<file path="src/rtl/nxn_game_ctrl.sv">
// nxn_game_ctrl -- N x N two-player (X/O) line game controller.
//
// Holds the board, enforces turn order, rejects illegal moves, detects
// wins/draws one cycle after each accepted move, optionally forfeits an idle
// turn after TIMEOUT_CYC cycles, and restarts on new_game.
//
// Ports
//   clk, rst            clock (rising edge), asynchronous active-low reset
//   new_game            synchronous restart, beats any move on the same edge
//   playX / playO       level move requests of each player
//   playerX_position    X target cell (row*N+col)
//   playerO_position    O target cell
//   board               packed cells, cell i at [2i+1:2i]: 00 empty, 01 X, 10 O
//   who                 00 in play, 01 X won, 10 O won, 11 draw
//   winner_play         bit i set when cell i lies on a winning line
//   turn                0 = X to move, 1 = O to move
//   illegal             1-cycle pulse: move of the player on turn rejected
//   timeout_evt         1-cycle pulse: turn forfeited by inactivity
//   done                game over (who != 00)
//   dbg_state           FSM state (00 TURN, 01 CHECK, 10 DONE)
//
// Request protocol: playX/playO act as "valid" with the position as payload.
// Only the player on turn is looked at, and only in TURN; the implicit "ready"
// is "state is TURN". A request that is accepted writes its cell on that edge;
// a request still held when TURN is re-entered is evaluated again.
module nxn_game_ctrl #(
  parameter int N           = 3,
  parameter int TIMEOUT_CYC = 0,
  parameter int FIRST_O     = 0,
  localparam int PW         = $clog2(N*N),
  localparam int TW         = $clog2(TIMEOUT_CYC+1)
) (
  input  logic              clk,
  input  logic              rst,
  input  logic              new_game,
  input  logic              playX,
  input  logic              playO,
  input  logic [PW-1:0]     playerX_position,
  input  logic [PW-1:0]     playerO_position,
  output logic [2*N*N-1:0]  board,
  output logic [1:0]        who,
  output logic [N*N-1:0]    winner_play,
  output logic              turn,
  output logic              illegal,
  output logic              timeout_evt,
  output logic              done,
  output logic [1:0]        dbg_state
);

  localparam int            NC    = N*N;
  localparam int            OW    = $clog2(NC+1);
  // Timer keeps at least one bit so a disabled timeout still elaborates.
  localparam int            TWI   = (TW < 1) ? 1 : TW;
  localparam logic [PW:0]   NC_P  = (PW+1)'(NC);
  localparam logic [OW-1:0] NC_O  = OW'(NC);
  localparam logic [TWI-1:0] TLAST = TWI'(TIMEOUT_CYC-1);
  localparam logic          FIRST = (FIRST_O != 0);

  typedef enum logic [1:0] {S_TURN = 2'b00, S_CHECK = 2'b01, S_DONE = 2'b10} state_t;

  state_t          state_q, state_d;
  logic [2*NC-1:0] board_q, board_d;
  logic [1:0]      who_q, who_d;
  logic [NC-1:0]   win_q, win_d;
  logic            turn_q, turn_d;
  logic            illegal_q, illegal_d;
  logic            tout_q, tout_d;
  logic [TWI-1:0]  timer_q, timer_d;
  logic [OW-1:0]   occ_q, occ_d;

  // Mover code: in CHECK, turn_q still names the player who just moved.
  logic [1:0]      mover;
  logic            req;
  logic [PW-1:0]   pos;
  logic            pos_ok;
  logic            cell_empty;
  logic [2*NC-1:0] place;
  logic            accept;
  logic            line_any;
  logic [NC-1:0]   line_mask;
  logic            hit;

  assign mover  = turn_q ? 2'b10 : 2'b01;
  assign req    = turn_q ? playO : playX;
  assign pos    = turn_q ? playerO_position : playerX_position;
  assign pos_ok = ({1'b0, pos} < NC_P);
  assign accept = req && pos_ok && cell_empty;

  // Target-cell decode done by comparison so an out-of-range position
  // never produces an out-of-range select.
  always_comb begin
    cell_empty = 1'b0;
    place      = '0;
    for (int i = 0; i < NC; i++) begin
      if (pos == PW'(i)) begin
        cell_empty        = (board_q[2*i +: 2] == 2'b00);
        place[2*i +: 2]   = mover;
      end
    end
  end

  // Line detection for the mover over rows, columns and both diagonals.
  always_comb begin
    line_any  = 1'b0;
    line_mask = '0;
    hit       = 1'b0;
    for (int r = 0; r < N; r++) begin
      hit = 1'b1;
      for (int c = 0; c < N; c++)
        if (board_q[2*(r*N+c) +: 2] != mover) hit = 1'b0;
      if (hit) begin
        line_any = 1'b1;
        for (int c = 0; c < N; c++) line_mask[r*N+c] = 1'b1;
      end
    end
    for (int c = 0; c < N; c++) begin
      hit = 1'b1;
      for (int r = 0; r < N; r++)
        if (board_q[2*(r*N+c) +: 2] != mover) hit = 1'b0;
      if (hit) begin
        line_any = 1'b1;
        for (int r = 0; r < N; r++) line_mask[r*N+c] = 1'b1;
      end
    end
    hit = 1'b1;
    for (int k = 0; k < N; k++)
      if (board_q[2*(k*N+k) +: 2] != mover) hit = 1'b0;
    if (hit) begin
      line_any = 1'b1;
      for (int k = 0; k < N; k++) line_mask[k*N+k] = 1'b1;
    end
    hit = 1'b1;
    for (int k = 0; k < N; k++)
      if (board_q[2*(k*N+N-1-k) +: 2] != mover) hit = 1'b0;
    if (hit) begin
      line_any = 1'b1;
      for (int k = 0; k < N; k++) line_mask[k*N+N-1-k] = 1'b1;
    end
  end

  always_comb begin
    state_d   = state_q;
    board_d   = board_q;
    who_d     = who_q;
    win_d     = win_q;
    turn_d    = turn_q;
    timer_d   = timer_q;
    occ_d     = occ_q;
    illegal_d = 1'b0;
    tout_d    = 1'b0;
    if (new_game) begin
      state_d = S_TURN;
      board_d = '0;
      who_d   = 2'b00;
      win_d   = '0;
      turn_d  = FIRST;
      timer_d = '0;
      occ_d   = '0;
    end else begin
      case (state_q)
        S_TURN: begin
          if (accept) begin
            board_d = board_q | place;
            occ_d   = occ_q + OW'(1);
            timer_d = '0;
            state_d = S_CHECK;
          end else begin
            illegal_d = req;
            // A move accepted on the expiry edge wins, hence the else branch.
            if (TIMEOUT_CYC > 0) begin
              if (timer_q == TLAST) begin
                tout_d  = 1'b1;
                turn_d  = ~turn_q;
                timer_d = '0;
              end else begin
                timer_d = timer_q + TWI'(1);
              end
            end
          end
        end
        S_CHECK: begin
          if (line_any) begin
            who_d   = mover;
            win_d   = line_mask;
            state_d = S_DONE;
          end else if (occ_q == NC_O) begin
            who_d   = 2'b11;
            win_d   = '0;
            state_d = S_DONE;
          end else begin
            turn_d  = ~turn_q;
            state_d = S_TURN;
          end
        end
        S_DONE:  state_d = S_DONE;
        default: state_d = S_TURN;
      endcase
    end
  end

  always_ff @(posedge clk or negedge rst) begin
    if (!rst) begin
      state_q   <= S_TURN;
      board_q   <= '0;
      who_q     <= 2'b00;
      win_q     <= '0;
      turn_q    <= FIRST;
      illegal_q <= 1'b0;
      tout_q    <= 1'b0;
      timer_q   <= '0;
      occ_q     <= '0;
    end else begin
      state_q   <= state_d;
      board_q   <= board_d;
      who_q     <= who_d;
      win_q     <= win_d;
      turn_q    <= turn_d;
      illegal_q <= illegal_d;
      tout_q    <= tout_d;
      timer_q   <= timer_d;
      occ_q     <= occ_d;
    end
  end

  assign board       = board_q;
  assign who         = who_q;
  assign winner_play = win_q;
  assign turn        = turn_q;
  assign illegal     = illegal_q;
  assign timeout_evt = tout_q;
  assign done        = (who_q != 2'b00);
  assign dbg_state   = state_q;

endmodule

</file>
<file path="config.mk">
export PLATFORM = sky130hd
export DESIGN_NAME = nxn_game_ctrl
export DESIGN_NICKNAME = d
export VERILOG_FILES = /design/src/rtl/nxn_game_ctrl.sv
export SDC_FILE = /design/constraint.sdc
export NUM_CORES = 1
export LEC_CHECK = 0
export BUFFER_PORTS_ARGS = -buffer_cell sky130_fd_sc_hd__buf_2
export CAP_MARGIN = 20
export CORE_MARGIN = 2
export CORE_UTILIZATION = 44
export DETAILED_ROUTE_END_ITERATION = 6
export PLACE_DENSITY = 0.66
export SETUP_SLACK_MARGIN = 0.1
export SLEW_MARGIN = 30
export SYNTH_ARGS = -nofsm -noshare
export SYNTH_HDL_FRONTEND = slang
export SYNTH_SLANG_ARGS = --single-unit
</file>
<file path="constraint.sdc">
create_clock -name clk -period 6.2 [get_ports clk]
set_clock_uncertainty 0.2 [all_clocks]
set_input_delay 0.62 -clock clk [delete_from_list [all_inputs] [get_ports clk]]
set_output_delay 0.62 -clock clk [all_outputs]
set_load 0.02 [all_outputs]
</file>
==> results of run 1 <==
## registers in the layout, indices dropped and copies added, names as in the netlist
name         cells
board           18
turn             1
illegal          1
dbg_state        2
occ_q            4
winner_play      9
who              2
## logic make-up after synthesis
kind of cell | after synthesis | synth area share (%)
muxes | 11 | 5.461
buffers and inverters | 29 | 6.363
adders and majority gates | 2 | 1.060
AOI/OAI and AO/OA | 65 | 23.97
DFF | 37 | 39.24
other | 1 | 0.1589
and+or+nand+nor | 95 | 23.75
## per-stage QoR
step	hold slack (ns)	util (%)	total power [mW]	setup slack, ns	instance area (µm²)
after floorplan	0.1244	-	0.3007	3.646	2360
final	0.2184	53.04	0.5323	3.260	2726
after global routing	0.2871	53.04	0.5581	3.095	2726
after detailed placement	0.2637	50.71	0.3190	3.255	2606
after global placement	0.2605	50.71	0.3177	3.275	2606
after CTS	0.2418	53.04	0.5375	3.253	2726
## final cells by class
class | instances | area [µm²]
fillers | 521 | 2414
repair buffers | 47 | 237.7
clock inverters | 2 | 37.54
multi-input cells | 174 | 1284
well taps | 70 | 87.58
flip-flops and latches | 37 | 925.9
clock buffers | 6 | 82.58
inverters | 19 | 71.32
## worst reg2reg max path, delay by kind of cell, from the launching register on
family                 cells  cell delay [ns]
AOI/OAI and AO/OA          3             0.86
and+or+nand+nor            2             0.75
buffers and inverters      1             0.36
muxes                      1             0.34
DFF                        1             0.33
## report_power, final
part | total [mW] | internal, mW | leakage, nW | switching (mW)
Combinational | 0.0677 | 0.0231 | 0.626 | 0.0445
Clock | 0.218 | 0.131 | 0.0574 | 0.0868
Sequential | 0.247 | 0.244 | 0.515 | 0.00309
Total | 0.532 | 0.398 | 1.20 | 0.134
## cell usage in the layout, fill, tap and decap left out, types with 6 or more instances in the layout
master    instances
buf_2            46
dfrtp_1          37
nand2b_1         12
nand2_1          15
nand3b_1          7
o32ai_1          18
inv_1            19
o22ai_1           6
nor2_1           21
clkbuf_8          6
## path summary, 6_finish.rpt
check	slack [ns]	endpoint
worst min-delay path	0.22	winner_play[3]
worst max register to register	3.26	occ_q[3]
worst max-delay path	3.26	occ_q[3]
min in group clk	0.27	winner_play[4]
max in group asynchronous	5.07	dbg_state[1]
worst min register to register	0.27	winner_play[4]
## metal layers
metal / part of all wire (%) / wire length [µm] / vias to the layer above / GRT usage, %
met3: 6.1 / 349 / 4 / 3.647
met2: 49 / 2791 / 70 / 31.91
met5: 0 / 0 / - / 0
met1: 44 / 2524 / 946 / 27.31
li1: - / - / 991 / -
met4: 0.77 / 44 / 0 / 6.429
==> results.md, run 1 <==
| Stage | Result | Reported |
| --- | --- | --- |
| outcome | Status | completed |
| yosys | Post-synthesis area per instance | 9.832 µm² |
| timing | Setup_tns | 0 ns |
| worst setup path | Kind of end point of the critical path | register |
| yosys | Combined area of all synthesized cells | 2360 µm² |
| run | Max-Cap Viols | 0 |
| cts | TritonCTS Sinks | 37 |
| place | Placed insts | 347 |
| cts | Clock input transition at the sequential cells of the worst setup and hold paths | 0.08 ns |
| routing | DRC Markers | 0 |
| routing | Detailed-route wire length per cell | 16.08 µm |
| routing | Router iterations before antenna repair | 4 |
| yosys | Synth async-reset ratio | 100.0% |
| cts | Max H-tree Level | 2 |
| cts | Insertion delay of the later-clocked pin in the worst-skew pair | 0.29 ns |
| die | Count of pins on the block boundary | 48 |
| yosys | Yosys reg bits | 37 |
| worst setup path | Buffer and inverter count on the worst path | 1 |
| die | Core region area | 5140 µm² |
| yosys | Register area share after synthesis | 39.24% |
| worst setup path | Number of stages on the worst setup path | 7 |
| cts | CTS buffer count | 5 |
| worst setup path | Longest individual stage delay on the worst path | 0.59 ns |
| worst setup path | Critical path startpoint | turn |
| cts | Post-CTS setup-driven buffer insertion count | 0 |
| place | GP Congestion | 0.9358 |
| yosys | Commonest cells post-synth | dfrtp_1, nor2_1, inv_1, o32ai_1, nand2_1 |
| cts | CTS tree | yes |
| die | Die ar. | 5965 µm² |
| yosys | Dominant cells by area after synthesis | dfrtp_1, o32ai_1, nor2_1 |
| yosys | Count of distinct cell types in the synthesized netlist | 60 |
| power | Worst supply voltage drop on vdd | 100.2 µV |
| yosys | Largest area contributor in the synthesized netlist | dfrtp_1 |
| timing | Measured slew at the worst slew-check pin | 0.8044 ns |
| die | Floorplan die height | 77.24 µm |
| cts | Resized Gates After CTS | 0 |
| routing | Total wire length after detailed routing | 5710 µm |
| yosys | Leading register cell type out of synthesis | dfrtp_1 |
| yosys | Post-Syn Nets | 255 |
| grt | Global-route congestion overflow total | 0 |
| timing | Slew Limit Fails | 0 |
| grt | All-layer global routing usage | 19.93% |
| worst setup path | Worst endpoint data arrival time | 2.92 ns |
| cells and area | Area overhead of the layout relative to synthesis | 15.54% |
| timing | Highest clock rate | 340.1 MHz |
| place | HPWL after detailed placement | 4258 µm |
| yosys | Post-synth top area share | 39.24% |
| routing | Vias per std cell | 5.665 |
| cts | Number of buffers on the longest clock path | 2 |
| cells and area | Fraction of layout instances using a drive strength above 1 | 26.32% |
| grt | Antenna violations before repair | 0 |
| timing | RSZ-0062 raised after global routing | no |
| power | Pwr Density | 195.3 nW/µm² |
| worst setup path | Family of cells with the greatest summed delay on the critical path | compound AO/OA/AOI/OAI gates |
| timing | Period Utilization, post-route | 47.43% |
| worst setup path | Maximum fanout count along the critical path | 38 |
| worst setup path | Cell breakdown of the critical path | buf_4, nor3b_1, o211ai_2, a221oi_2, nand2_1, a21oi_1, mux2_2 |
| cells and area | Count of inserted antenna diode cells | 0 |
| timing | Max-Slew Margin vs Limit | 46.38% |
| grt | Global-route wire length before repair | 9480 µm |
| power | Leakage power summed over all cells | 1.199 nW |
| yosys | Number of warnings issued by yosys | 0 |
| worst setup path | Startpoint of the worst-slack reg-to-reg timing path | turn |
| worst setup path | Critical path class | register to register |
| cts | Root buf cell | clkbuf_8 |
| die | Initial standard-cell utilization of the core | 45.91% |
| worst setup path | Required time at the worst-slack endpoint | 6.18 ns |
| timing | Final number of hold-violating endpoints | 0 |
| grt | Maximum number of pins on one net before global-route repair | 39 |
| cts | Cts hold-fix bufs | 0 |
| cells and area | Count of nets after finishing | 299 |
| timing | Setup violation total in the final timing report | 0 |
| die | Cell row count | 26 |
| place | Number of input and output port buffers inserted | 46 |
| yosys | Gate count after technology mapping | 240 |
| yosys | Count of flip-flops with a built-in enable after synthesis | 0 |
| routing | Post-detailed-route count of antenna-violating nets | 0 |
| worst setup path | Depth of the most critical reg-to-reg path | 7 |
| worst setup path | Type of element launching the critical path | register |
| worst hold path | Path class of the lowest-slack min-delay path | input pin to asynchronous set/reset pin |
| routing | Via count | 2011 |
| cells and area | Number of cells in the finished layout apart from fillers | 355 |
| worst setup path | Slowest library cell on the worst path | nor3b_1 |
| routing | Number of design-rule violations left by the first detailed-router iteration | 126 |
| grt | Via count of the first global-routing pass | 1870 |
| die | Horizontal die dimension | 77.24 µm |
| yosys | Most common cell in the synthesized netlist | dfrtp_1 |
| timing | Time the final worst path needs with I/O delays and setup | 2.940 ns |
Power figures use the tool's default switching activity.
==> inputs of run 2 (changes only) <==
==> constraint.sdc (replaced) <==
create_clock -name clk -period 2.8 [get_ports clk]
set_clock_uncertainty 0.2 [all_clocks]
set_input_delay 0.28 -clock clk [delete_from_list [all_inputs] [get_ports clk]]
set_output_delay 0.28 -clock clk [all_outputs]
set_load 0.02 [all_outputs]
==> results.md, run 2 (same netlist as run 1, synthesis figures left out) <==
| Stage | Result | Reported |
| --- | --- | --- |
| routing | Number of design-rule violations left by the first detailed-router iteration | 152 |
| routing | Vias per std cell | 5.793 |
| die | Core region area | 5140 µm² |
| worst hold path | Path class of the lowest-slack min-delay path | input pin to register |
| power | Leakage power summed over all cells | 1.249 nW |
| worst setup path | Depth of the most critical reg-to-reg path | 6 |
| power | Worst supply voltage drop on vdd | 199.1 µV |
| grt | Via count of the first global-routing pass | 1958 |
| worst setup path | Critical path startpoint | turn |
| worst setup path | Startpoint of the worst-slack reg-to-reg timing path | turn |
| routing | Via count | 2097 |
| place | Post-placement cell area | 2656 µm² |
| timing | Max-Slew Margin vs Limit | 45.13% |
| timing | Slew Limit Fails | 0 |
| run | Max-Cap Viols | 0 |
| grt | Layer carrying the most global-route usage | met2 |
| worst setup path | Critical path class | register to register |
| worst setup path | Type of element launching the critical path | register |
| die | Count of pins on the block boundary | 48 |
| cells and area | Fill cell total of the finished layout | 481 |
| cts | Clock input transition at the sequential cells of the worst setup and hold paths | 0.08 ns |
| cts | Root buf cell | clkbuf_8 |
| worst setup path | Reg2reg end | illegal |
| timing | Time the final worst path needs with I/O delays and setup | 2.577 ns |
| timing | Final number of hold-violating endpoints | 0 |
| timing | Setup violation total in the final timing report | 0 |
| routing | Detailed-route wire length per cell | 16.60 µm |
| worst setup path | Termination of the worst setup path | illegal |
| cells and area | Commonest non-fill, non-tap cell in the layout | buf_2 |
| timing | Highest clock rate | 388.0 MHz |
| timing | Period Utilization, post-route | 92.05% |
| timing | Worst setup slack after layout | 0.2227 ns |
| cells and area | Fraction of layout instances using a drive strength above 1 | 30.82% |
| cells and area | Count of nets after finishing | 306 |
| place | HPWL after detailed placement | 4401 µm |
| timing | RSZ-0062 raised after global routing | no |
| die | Cell row count | 26 |
| cells and area | Count of inserted antenna diode cells | 0 |
| cells and area | Flip-flop count of the largest register, all copies and words added | 18 |
| cells and area | Final non-filler cell area | 2855 µm² |
| grt | Global-route wire length before repair | 9666 µm |
| grt | Antenna violations before repair | 0 |
| routing | Post-detailed-route count of antenna-violating nets | 0 |
| power | Pwr Density | 444.3 nW/µm² |
| worst setup path | Maximum fanout count along the critical path | 20 |
| die | Floorplan die height | 77.24 µm |
| place | Number of input and output port buffers inserted | 46 |
| place | Worst setup slack before clock tree synthesis | 0.1387 ns |
| cts | CTS tree | yes |
| worst setup path | Register-to-register setup slack | 0.22 ns |
| place | GP Congestion | 0.8852 |
| routing | Router iterations before antenna repair | 4 |
| routing | DRC Markers | 0 |
| grt | Global-route congestion overflow total | 0 |
| worst setup path | Worst endpoint data arrival time | 2.59 ns |
| grt | All-layer global routing usage | 20.22% |
| grt | Maximum number of pins on one net before global-route repair | 38 |
| cts | Number of buffers on the longest clock path | 2 |
| cts | Max H-tree Level | 2 |
| cts | CTS buffer count | 5 |
| outcome | Status | completed |
| worst setup path | Kind of end point of the critical path | register |
| grt | Routing usage on met1 | 27.82% |
| grt | Met2 Usage GRT | 32.61% |
| worst setup path | Required time at the worst-slack endpoint | 2.82 ns |
| timing | Setup_tns | 0 ns |
| cells and area | Top library cells by usage in the layout, fill and taps aside | buf_2, dfrtp_1, nor2_1 |
| die | Die ar. | 5965 µm² |
| routing | Total wire length after detailed routing | 6008 µm |
| cells and area | Area overhead of the layout relative to synthesis | 21.00% |
| die | Horizontal die dimension | 77.24 µm |
| timing | Measured slew at the worst slew-check pin | 0.8231 ns |
| cts | TritonCTS Sinks | 37 |
| power | Design Power | 1.269 mW |
| grt | Met3 capacity usage during global routing | 3.176% |
| die | Initial standard-cell utilization of the core | 45.91% |
| cts | Insertion delay of the later-clocked pin in the worst-skew pair | 0.29 ns |
==> run 2: worst min-delay path by stage <==
stage | start | endpoint | slack (ns) | depth (start not counted)
final | playerO_position[3] | board[17] | 0.14 | 3
after global routing | playerO_position[3] | board[17] | 0.17 | 3
after CTS | playerO_position[3] | board[17] | 0.13 | 3
after detailed placement | rst | winner_play[3] | 0.23 | 1
after global placement | rst | winner_play[7] | 0.22 | 1
after floorplan | rst | board[0] | -0.22 | 0
==> run 2: layout make-up <==
class | instances | area, µm² | area share [%]
clock buffer | 5 | 68.82 | 2.410
clock inverter | 3 | 65.06 | 2.279
inverter | 19 | 71.32 | 2.498
multi-input combinational | 174 | 1330 | 46.58
sequential | 37 | 927.1 | 32.47
tap | 70 | 87.58 | 3.067
timing repair buffer | 54 | 305.3 | 10.69
==> run 2: through the flow <==
step / util (%) / hold slack, ns / cells
6_report: 55.55 / 0.1378 / 362
5_1_grt: 55.55 / 0.1658 / 362
4_1_cts: 54.48 / 0.1302 / 361
3_5_place_dp: 51.68 / 0.2302 / 352
3_3_place_gp: 51.68 / 0.2243 / 352
2_1_floorplan: - / -0.2156 / 240
==> run 2: layer usage <==
| metal | vias to the layer above | part of all wire [%] |
|---|---|---|
| met4 | 0 | 1.3 |
| met5 | - | 0 |
| met3 | 9 | 6.5 |
| li1 | 1006 | - |
| met1 | 989 | 44 |
| met2 | 93 | 48 |
==> run 2: what timing repair did <==
action,in CTS,in global routing
gates resized for setup,0,9
setup buffers,0,1
setup endpoints to repair,0,32
hold buffers,1,0
hold endpoints to repair,37,0
==> run 2: worst max-delay path, stage by stage, from the launching register on <==
cell	delay, ns
dfrtp_2	0.48
buf_12	0.19
or3b_1	0.40
a221oi_1	0.40
nor2b_1	0.14
a21oi_4	0.44
nor3b_2	0.25
==> run 2: report_power, final <==
| part | internal (mW) | leakage, nW | switching (mW) |
|---|---|---|---|
| sequential | 0.540 | 0.514 | 0.00881 |
| combinational | 0.0592 | 0.667 | 0.101 |
| clock | 0.354 | 0.0681 | 0.205 |
